## config.mk

```make
export PLATFORM = sky130hd
export DESIGN_NAME = timer_unit
export DESIGN_NICKNAME = d
export VERILOG_FILES = /design/src/rtl/timer_unit.sv
export SDC_FILE = /design/constraint.sdc
export NUM_CORES = 1
export LEC_CHECK = 0
export CAP_MARGIN = 15
export CORE_UTILIZATION = 51
export DETAILED_ROUTE_END_ITERATION = 16
export PLACE_DENSITY = 0.75
export SYNTH_ARGS = -nofsm -noshare
export SYNTH_HDL_FRONTEND = slang
export SYNTH_SLANG_ARGS = --single-unit
```

## constraint.sdc

```tcl
create_clock -name i_clk -period 6.52 [get_ports i_clk]
set_input_delay 1.304 -clock i_clk [delete_from_list [all_inputs] [get_ports i_clk]]
set_output_delay 1.304 -clock i_clk [all_outputs]
set_load 0.1 [all_outputs]
```

## src/rtl/timer_unit.sv

```systemverilog
// timer_unit: memory-mapped 32-bit timer with prescaler, compare match, auto-reload or one-shot, level irq
module timer_unit #(
    parameter int PRESCALE_W = 8
) (
    input  logic        i_clk,
    input  logic        i_rst_n,
    input  logic        i_sel,
    input  logic        i_we,
    input  logic [3:0]  i_addr,
    input  logic [31:0] i_wdata,
    output logic [31:0] o_rdata,
    output logic        o_irq
);
    localparam logic [1:0] IDLE = 2'd0, RUN = 2'd1, DONE = 2'd2;
    logic [1:0] state, state_nx;
    logic ctrl_en, ctrl_auto, ctrl_irq_en, match, running, done;
    logic [PRESCALE_W-1:0] prescale, psc;
    logic [31:0] cmp, cnt;
    logic wr, ctrl_wr, cmp_wr, cnt_wr, stat_wr, tick, hit;
    logic unused_addr;
    assign unused_addr = ^i_addr[1:0];
    assign wr = i_sel & i_we;
    assign ctrl_wr = wr && i_addr[3:2] == 2'd0;
    assign cmp_wr = wr && i_addr[3:2] == 2'd1;
    assign cnt_wr = wr && i_addr[3:2] == 2'd2;
    assign stat_wr = wr && i_addr[3:2] == 2'd3;
    assign tick = running && psc == prescale;
    // A software CNT write in the same cycle masks the compare entirely
    assign hit = tick && cnt == cmp && !cnt_wr;
    always_ff @(posedge i_clk) begin
        if (!i_rst_n) state <= IDLE;
        else state <= state_nx;
    end
    always_comb begin
        state_nx = ctrl_wr ? (i_wdata[0] ? RUN : IDLE) : (hit && !ctrl_auto) ? DONE : state;
    end
    always_comb begin
        running = state == RUN;
        done = state == DONE;
    end
    always_ff @(posedge i_clk) begin
        if (!i_rst_n) begin
            ctrl_en <= 1'b0;
            ctrl_auto <= 1'b0;
            ctrl_irq_en <= 1'b0;
            prescale <= '0;
            cmp <= 32'hFFFF_FFFF;
            cnt <= '0;
            match <= 1'b0;
            psc <= '0;
        end else begin
            if (ctrl_wr) begin
                ctrl_en <= i_wdata[0];
                ctrl_auto <= i_wdata[1];
                ctrl_irq_en <= i_wdata[2];
                prescale <= i_wdata[8 +: PRESCALE_W];
            end else if (hit && !ctrl_auto) begin
                ctrl_en <= 1'b0;
            end
            if (cmp_wr) cmp <= i_wdata;
            if (cnt_wr) cnt <= i_wdata;
            else if (tick) cnt <= hit ? (ctrl_auto ? '0 : cnt) : cnt + 32'd1;
            // Hardware set wins over a same-cycle write-1-to-clear
            match <= hit | (match & ~(stat_wr & i_wdata[0]));
            psc <= (ctrl_wr || tick || state_nx != RUN) ? '0 : psc + PRESCALE_W'(1);
        end
    end
    assign o_irq = match & ctrl_irq_en;
    always_comb begin
        o_rdata = !i_sel ? 32'h0 :
                  i_addr[3:2] == 2'd0 ? 32'({prescale, 5'b0, ctrl_irq_en, ctrl_auto, ctrl_en}) :
                  i_addr[3:2] == 2'd1 ? cmp :
                  i_addr[3:2] == 2'd2 ? cnt : {30'h0, done, match};
    end
endmodule

```

# After elaboration in Yosys (flattened, before gate mapping)
# Cells that the tools add are included.
# op_classes
shift,0
n_reduce_logical,17
n_addsub,2
order_cmp,0
n_div,0
mul,0
eq_ne,9
mux,13
bitwise,7
# op_table
op,n
$mux 32,8
$add 32x1->32 const B,1
$eq 32x32->1,1
$add 8x1->8 const B,1
$eq 8x8->1,1
$logic_and 1x1->1,8
$eq 2x2->1 const B,3
$and 1x1->1,4
$eq 2x1->1 const B,2
$mux 2,2
$reduce_bool 2->1,2
$mux 1,3
$ne 3x3->1 const B,1
$logic_not 1->1,2
$logic_not 2->1,1
$logic_or 1x1->1,2
$ne 2x1->1 const B,1
$not 1->1,2
$reduce_and 2->1,1
$reduce_or 2->1,1
$or 1x1->1,1
# totals
latch_bits,0
romBits,0
in_bits,40
out_inout_bits,33
regBits,86
memories,0
wordCells,57
mem_bits_rw,0

# Logic depth before layout (Yosys ltp)
# depth
ltp_word,10
ltp_mapped,10
mapped_depth_nobuf,8

# Worst setup path after synthesis
# OpenSTA, ideal clock, no wires.
# synth_timing
path_kind,in2out
from,input port i_addr[2]
to,output port o_rdata[16]
stages,5
path_slack_ps,1706
t_required_ps,5216
path_buffers,2
t_arrival_ps,3510
path_cell_list,buf_2 nor2b_1 clkbuf_1 a22oi_1 nor2b_1
# synth_via
elab_chain_len,5
word_cells_on_any_way,7
classes_between,eq/ne: 2; mux: 4; reduce/logical: 1
# synth_lines
item,line,rtl
from (decl),9,"input logic [3:0] i_addr,"
$eq 2x2->1,73,"i_addr[3:2] == 2'd2 ? cnt : {30'h0, done, match};"
$mux 32,73,
$mux 32,72,i_addr[3:2] == 2'd1 ? cmp :
$mux 32 (*),71,"i_addr[3:2] == 2'd0 ? 32'({prescale, 5'b0, ctrl_irq_en, ctrl_auto, ctrl_en}) :"
$mux 32 (*),70,o_rdata = !i_sel ? 32'h0 :
to (decl),11,"output logic [31:0] o_rdata,"
# Every way passes the cells marked *; elsewhere a longest branch is shown, timed or not.

# Final worst setup path
# layout_timing
from,input port i_addr[3]
to,output port o_rdata[1]
# The elaborated chain is that of the path after synthesis.

==> impl_results.html <==
<table>
<tr><th>Metric</th><th>Value</th></tr>
<tr><th colspan="2">Run status</th></tr>
<tr><td>Run status</td><td>complete, no violations</td></tr>
<tr><th colspan="2">Logic synthesis</th></tr>
<tr><td>Leading post-synthesis cells by cell area</td><td>dfxtp_1 (33%), nand2_1 (9.9%), xnor2_1 (8.2%)</td></tr>
<tr><td>Number of nets produced by synthesis</td><td>709</td></tr>
<tr><td>Number of synthesized register bits</td><td>86</td></tr>
<tr><td>Cells after synthesis</td><td>667</td></tr>
<tr><td>Sequential-to-total area share from yosys stat</td><td>33.0%</td></tr>
<tr><td>Library cell with the largest summed area after synthesis</td><td>dfxtp_1</td></tr>
<tr><td>Share of Yosys cell area claimed by the top area cell type</td><td>33.0%</td></tr>
<tr><td>Cell with the most instances after synthesis</td><td>nand2_1</td></tr>
<tr><td>Most common flop cell mapped by yosys</td><td>dfxtp_1</td></tr>
<tr><td>Yosys warning count</td><td>0</td></tr>
<tr><td>Synth top cells by count</td><td>nand2_1 (137), dfxtp_1 (86), nand3_1 (59), xnor2_1 (49)</td></tr>
<tr><td>Post-Synthesis Cell Area</td><td>0.00521 sq mm</td></tr>
<tr><td>Number of distinct standard cells referenced by the synthesized netlist</td><td>58</td></tr>
<tr><td>Syn avg cell area</td><td>7.82 sq um</td></tr>
<tr><td>Number of enable-type register cells in the synthesized netlist</td><td>0</td></tr>
<tr><td>Async set-reset flop share out of synthesis</td><td>0%</td></tr>
<tr><th colspan="2">Worst setup path</th></tr>
<tr><td>Delay-heaviest family, CP</td><td>buffers and inverters</td></tr>
<tr><td>Crit path buf inv count</td><td>2</td></tr>
<tr><td>Maximum cell stage delay along the critical path</td><td>1.14 ns</td></tr>
<tr><td>Most common cell type on the critical path</td><td>clkdlybuf4s50_1</td></tr>
<tr><td>CP Data Arrival Time</td><td>3.90 ns</td></tr>
<tr><td>Critical path class</td><td>in -&gt; out</td></tr>
<tr><td>Highest-delay cell along the critical path</td><td>clkdlybuf4s50_1</td></tr>
<tr><td>Nature of the critical path endpoint</td><td>output port</td></tr>
<tr><td>Critical path data required time</td><td>5.22 ns</td></tr>
<tr><td>Cells along the critical path</td><td>clkdlybuf4s50_1, mux4_2, and2_1, clkdlybuf4s50_1</td></tr>
<tr><td>Worst-path fanout max</td><td>16</td></tr>
<tr><td>Worst setup SP type</td><td>input pin</td></tr>
<tr><th colspan="2">Place</th></tr>
<tr><td>Pre-CTS setup slack</td><td>1.31 ns</td></tr>
<tr><td>Port Buffers</td><td>70</td></tr>
<tr><td>Detailed Place HPWL</td><td>10300 microns</td></tr>
<tr><td>GPL Wtd Cong</td><td>0.857</td></tr>
<tr><td>Total placed instance area</td><td>0.00581 sq mm</td></tr>
<tr><th colspan="2">Timing</th></tr>
<tr><td>Slew margin rel.</td><td>34.7%</td></tr>
<tr><td>Portion of the clock cycle consumed by the worst path in the final layout</td><td>79.9%</td></tr>
<tr><td>Setup repair after global routing missed its margin</td><td>false</td></tr>
<tr><td>Layout Skew</td><td>0.0127 ns</td></tr>
<tr><td>Final slew viol count</td><td>0</td></tr>
<tr><td>Achievable clock frequency</td><td>0.192 GHz</td></tr>
<tr><td>Transition time of the tightest slew-check pin</td><td>0.976 ns</td></tr>
<tr><td>Number of endpoints failing setup at the final stage</td><td>0</td></tr>
<tr><td>Post-route minimum period</td><td>5.21 ns</td></tr>
<tr><td>Total negative slack</td><td>0 ns</td></tr>
<tr><td>Worst hold margin</td><td>0.479 ns</td></tr>
<tr><td>Crit path setup slack, layout</td><td>1.31 ns</td></tr>
<tr><td>Hold Vio Cnt, Final</td><td>0</td></tr>
<tr><th colspan="2">Min path</th></tr>
<tr><td>Hold Path Class</td><td>reg -&gt; reg</td></tr>
<tr><th colspan="2">Power</th></tr>
<tr><td>Combinational cell fraction of total power</td><td>21.7%</td></tr>
<tr><td>Internal power consumption</td><td>0.000790 W</td></tr>
<tr><td>LEAKAGE</td><td>2.34 nW</td></tr>
<tr><td>Relative contribution of sequential cells to total power</td><td>49.1%</td></tr>
<tr><td>Worst vdd ir</td><td>0.0000885 V</td></tr>
<tr><td>Switching part of the total</td><td>34.0%</td></tr>
<tr><td>Sw Pwr</td><td>0.000406 W</td></tr>
<tr><td>Power density cells</td><td>200 mW/mm^2</td></tr>
<tr><td>Clock share of power</td><td>29.2%</td></tr>
<tr><th colspan="2">Routing</th></tr>
<tr><td>DRT iter0 DRCs</td><td>353</td></tr>
<tr><td>Per-cell routed wire length</td><td>17.5 microns</td></tr>
<tr><td>Number of nets still failing antenna checks after routing</td><td>0</td></tr>
<tr><td>Number of detailed-route iterations in the first pass</td><td>5</td></tr>
<tr><td>Final WL</td><td>14700 microns</td></tr>
<tr><td>Via count</td><td>4974</td></tr>
<tr><td># DRC</td><td>0</td></tr>
<tr><td>Per-cell via count in the routed design</td><td>5.91</td></tr>
<tr><th colspan="2">Floorplanning</th></tr>
<tr><td>Site row count</td><td>36</td></tr>
<tr><td>Starting utilization of the core area</td><td>53.1%</td></tr>
<tr><td>Ports placed on the boundary</td><td>73</td></tr>
<tr><td>Area of the core region</td><td>0.00982 sq mm</td></tr>
<tr><td>Horizontal die dimension</td><td>103 microns</td></tr>
<tr><td>Die height</td><td>103 microns</td></tr>
<tr><td>Die footprint</td><td>0.0106 sq mm</td></tr>
<tr><th colspan="2">Clock network</th></tr>
<tr><td>CTS tree</td><td>done</td></tr>
<tr><td>Resize count post-CTS</td><td>0</td></tr>
<tr><td>Clock-pin slew of the registers on the worst-case setup and hold paths</td><td>0.08 ns</td></tr>
<tr><td>Post-CTS setup repair buffer count</td><td>0</td></tr>
<tr><td>Hold Buf Count CTS</td><td>0</td></tr>
<tr><td>Number of H-tree branching levels</td><td>3</td></tr>
<tr><td>TritonCTS sink count</td><td>86</td></tr>
<tr><td>Root buf cell</td><td>clkbuf_8</td></tr>
<tr><td>Number of buffers created by CTS</td><td>9</td></tr>
<tr><td>Clock Latency Late Sink</td><td>0.36 ns</td></tr>
<tr><td>Clock buffer depth</td><td>2</td></tr>
<tr><th colspan="2">GRT</th></tr>
<tr><td>Total grt overflow</td><td>0</td></tr>
<tr><td>Number of antenna violations at the first check in global routing</td><td>0</td></tr>
<tr><td>Number of global-route vias before repair</td><td>4752</td></tr>
<tr><td>Global-route usage over all layers</td><td>29.1%</td></tr>
<tr><td>First-pass GRT wire length</td><td>23800 microns</td></tr>
<tr><td>Maximum number of pins on one net before global-route repair</td><td>66</td></tr>
<tr><th colspan="2">Final layout</th></tr>
<tr><td>Filler instances</td><td>920</td></tr>
<tr><td>Ratio of cells with drive above 1 in the final layout</td><td>11.7%</td></tr>
<tr><td>Area taken by multi-input logic gates</td><td>0.00322 sq mm</td></tr>
<tr><td>Layout Nets</td><td>745</td></tr>
<tr><td>Final Instance Area</td><td>0.00599 sq mm</td></tr>
<tr><td>Synthesis-to-layout area growth</td><td>14.9%</td></tr>
<tr><td>Total inserted antenna cells</td><td>0</td></tr>
<tr><td>Sequential cell area in the final layout</td><td>0.00172 sq mm</td></tr>
<tr><th colspan="2">Run</th></tr>
<tr><td>Max cap viols</td><td>0</td></tr>
</table>
-- metal layers --
metal,GRT usage [%],part of all wire [%]
met1,36.5,43
met2,49.9,48
met3,4.20,6.5
met4,12.0,2.4
met5,0,0
-- path summary, 6_finish.rpt --
| kind | cells after the start | endpoint | from | slack [ns] |
|---|---|---|---|---|
| min | 1 | ctrl_en | ctrl_en | 0.48 |
| max reg2reg | 7 | cnt[28] | cnt[10] | 3.79 |
| max | 4 | o_rdata[1] | i_addr[3] | 1.31 |
| min reg2reg | 1 | ctrl_en | ctrl_en | 0.48 |
-- cell families (layout without fill, tap and decap cells) --
group / count (synthesis) / in the layout / share of synthesized area, %
multiplexers: 11 / 11 / 2.59
AO/OA/AOI/OAI: 127 / 127 / 17.6
buffers and inverters: 60 / 101 / 5.35
adder cells (fa/ha/maj): 2 / 2 / 0.480
AND/OR/NAND/NOR: 324 / 324 / 31.4
XOR/XNOR: 57 / 57 / 9.58
flip-flops: 86 / 86 / 33.0
-- power groups by stage --
stage               sequential (W)  clock [W]  combinational [W]
global placement          0.000596          0           0.000256
detailed placement        0.000598          0           0.000259
finish                    0.000587   0.000349           0.000260
global route              0.000592   0.000377           0.000276
CTS                       0.000586   0.000351           0.000260
floorplan                 0.000578          0           0.000204
-- worst register-to-register path: stages (launching register included) --
cell and delay, ns:
dfxtp_1 0.57, xnor2_1 0.18, nand4_1 0.14, nor3_1 0.45, nand4_1 0.23, o21a_1 0.43, nor2_2 0.44, a221o_1 0.24
-- registers in the layout, indices dropped and copies added (netlist names) --
register and flops:
cmp 32, cnt 32, ctrl_auto 1, ctrl_en 1, ctrl_irq_en 1, match 1
prescale 8, psc 8, state 2
-- layout by cell type (no fill, tap or decap), types with 13 or more instances in the layout --
cell and count:
xnor2_1 49, nor2b_1 26, a21oi_1 35, nor3_1 14, nand4_1 13, and2_1 16, nand3_1 59, clkdlybuf4s50_1 39
nor2_1 21, o21ai_0 20, nand2_1 137, buf_4 39, dfxtp_1 86, a22oi_1 25
-- stage by stage --
stage / total power (W) / cells / utilization (%)
2_1_floorplan: 0.000782 / 667 / -
3_3_place_gp: 0.000852 / 825 / 59.2
3_5_place_dp: 0.000857 / 825 / 59.2
4_1_cts: 0.00120 / 841 / 61.0
5_1_grt: 0.00125 / 841 / 61.0
6_report: 0.00120 / 841 / 61.0
-- cell type report --
| type | instances | share of cell area [%] |
|---|---|---|
| Sequential cell | 86 | 28.7 |
| Timing Repair Buffer | 79 | 11.5 |
| Multi-Input combinational cell | 521 | 53.7 |
| Tap cell | 133 | 2.78 |
| Clock buffer | 11 | 2.36 |
| Inverter | 6 | 0.376 |
| Clock inverter | 5 | 0.585 |
Note: power is estimated with default switching activity, not from simulation.
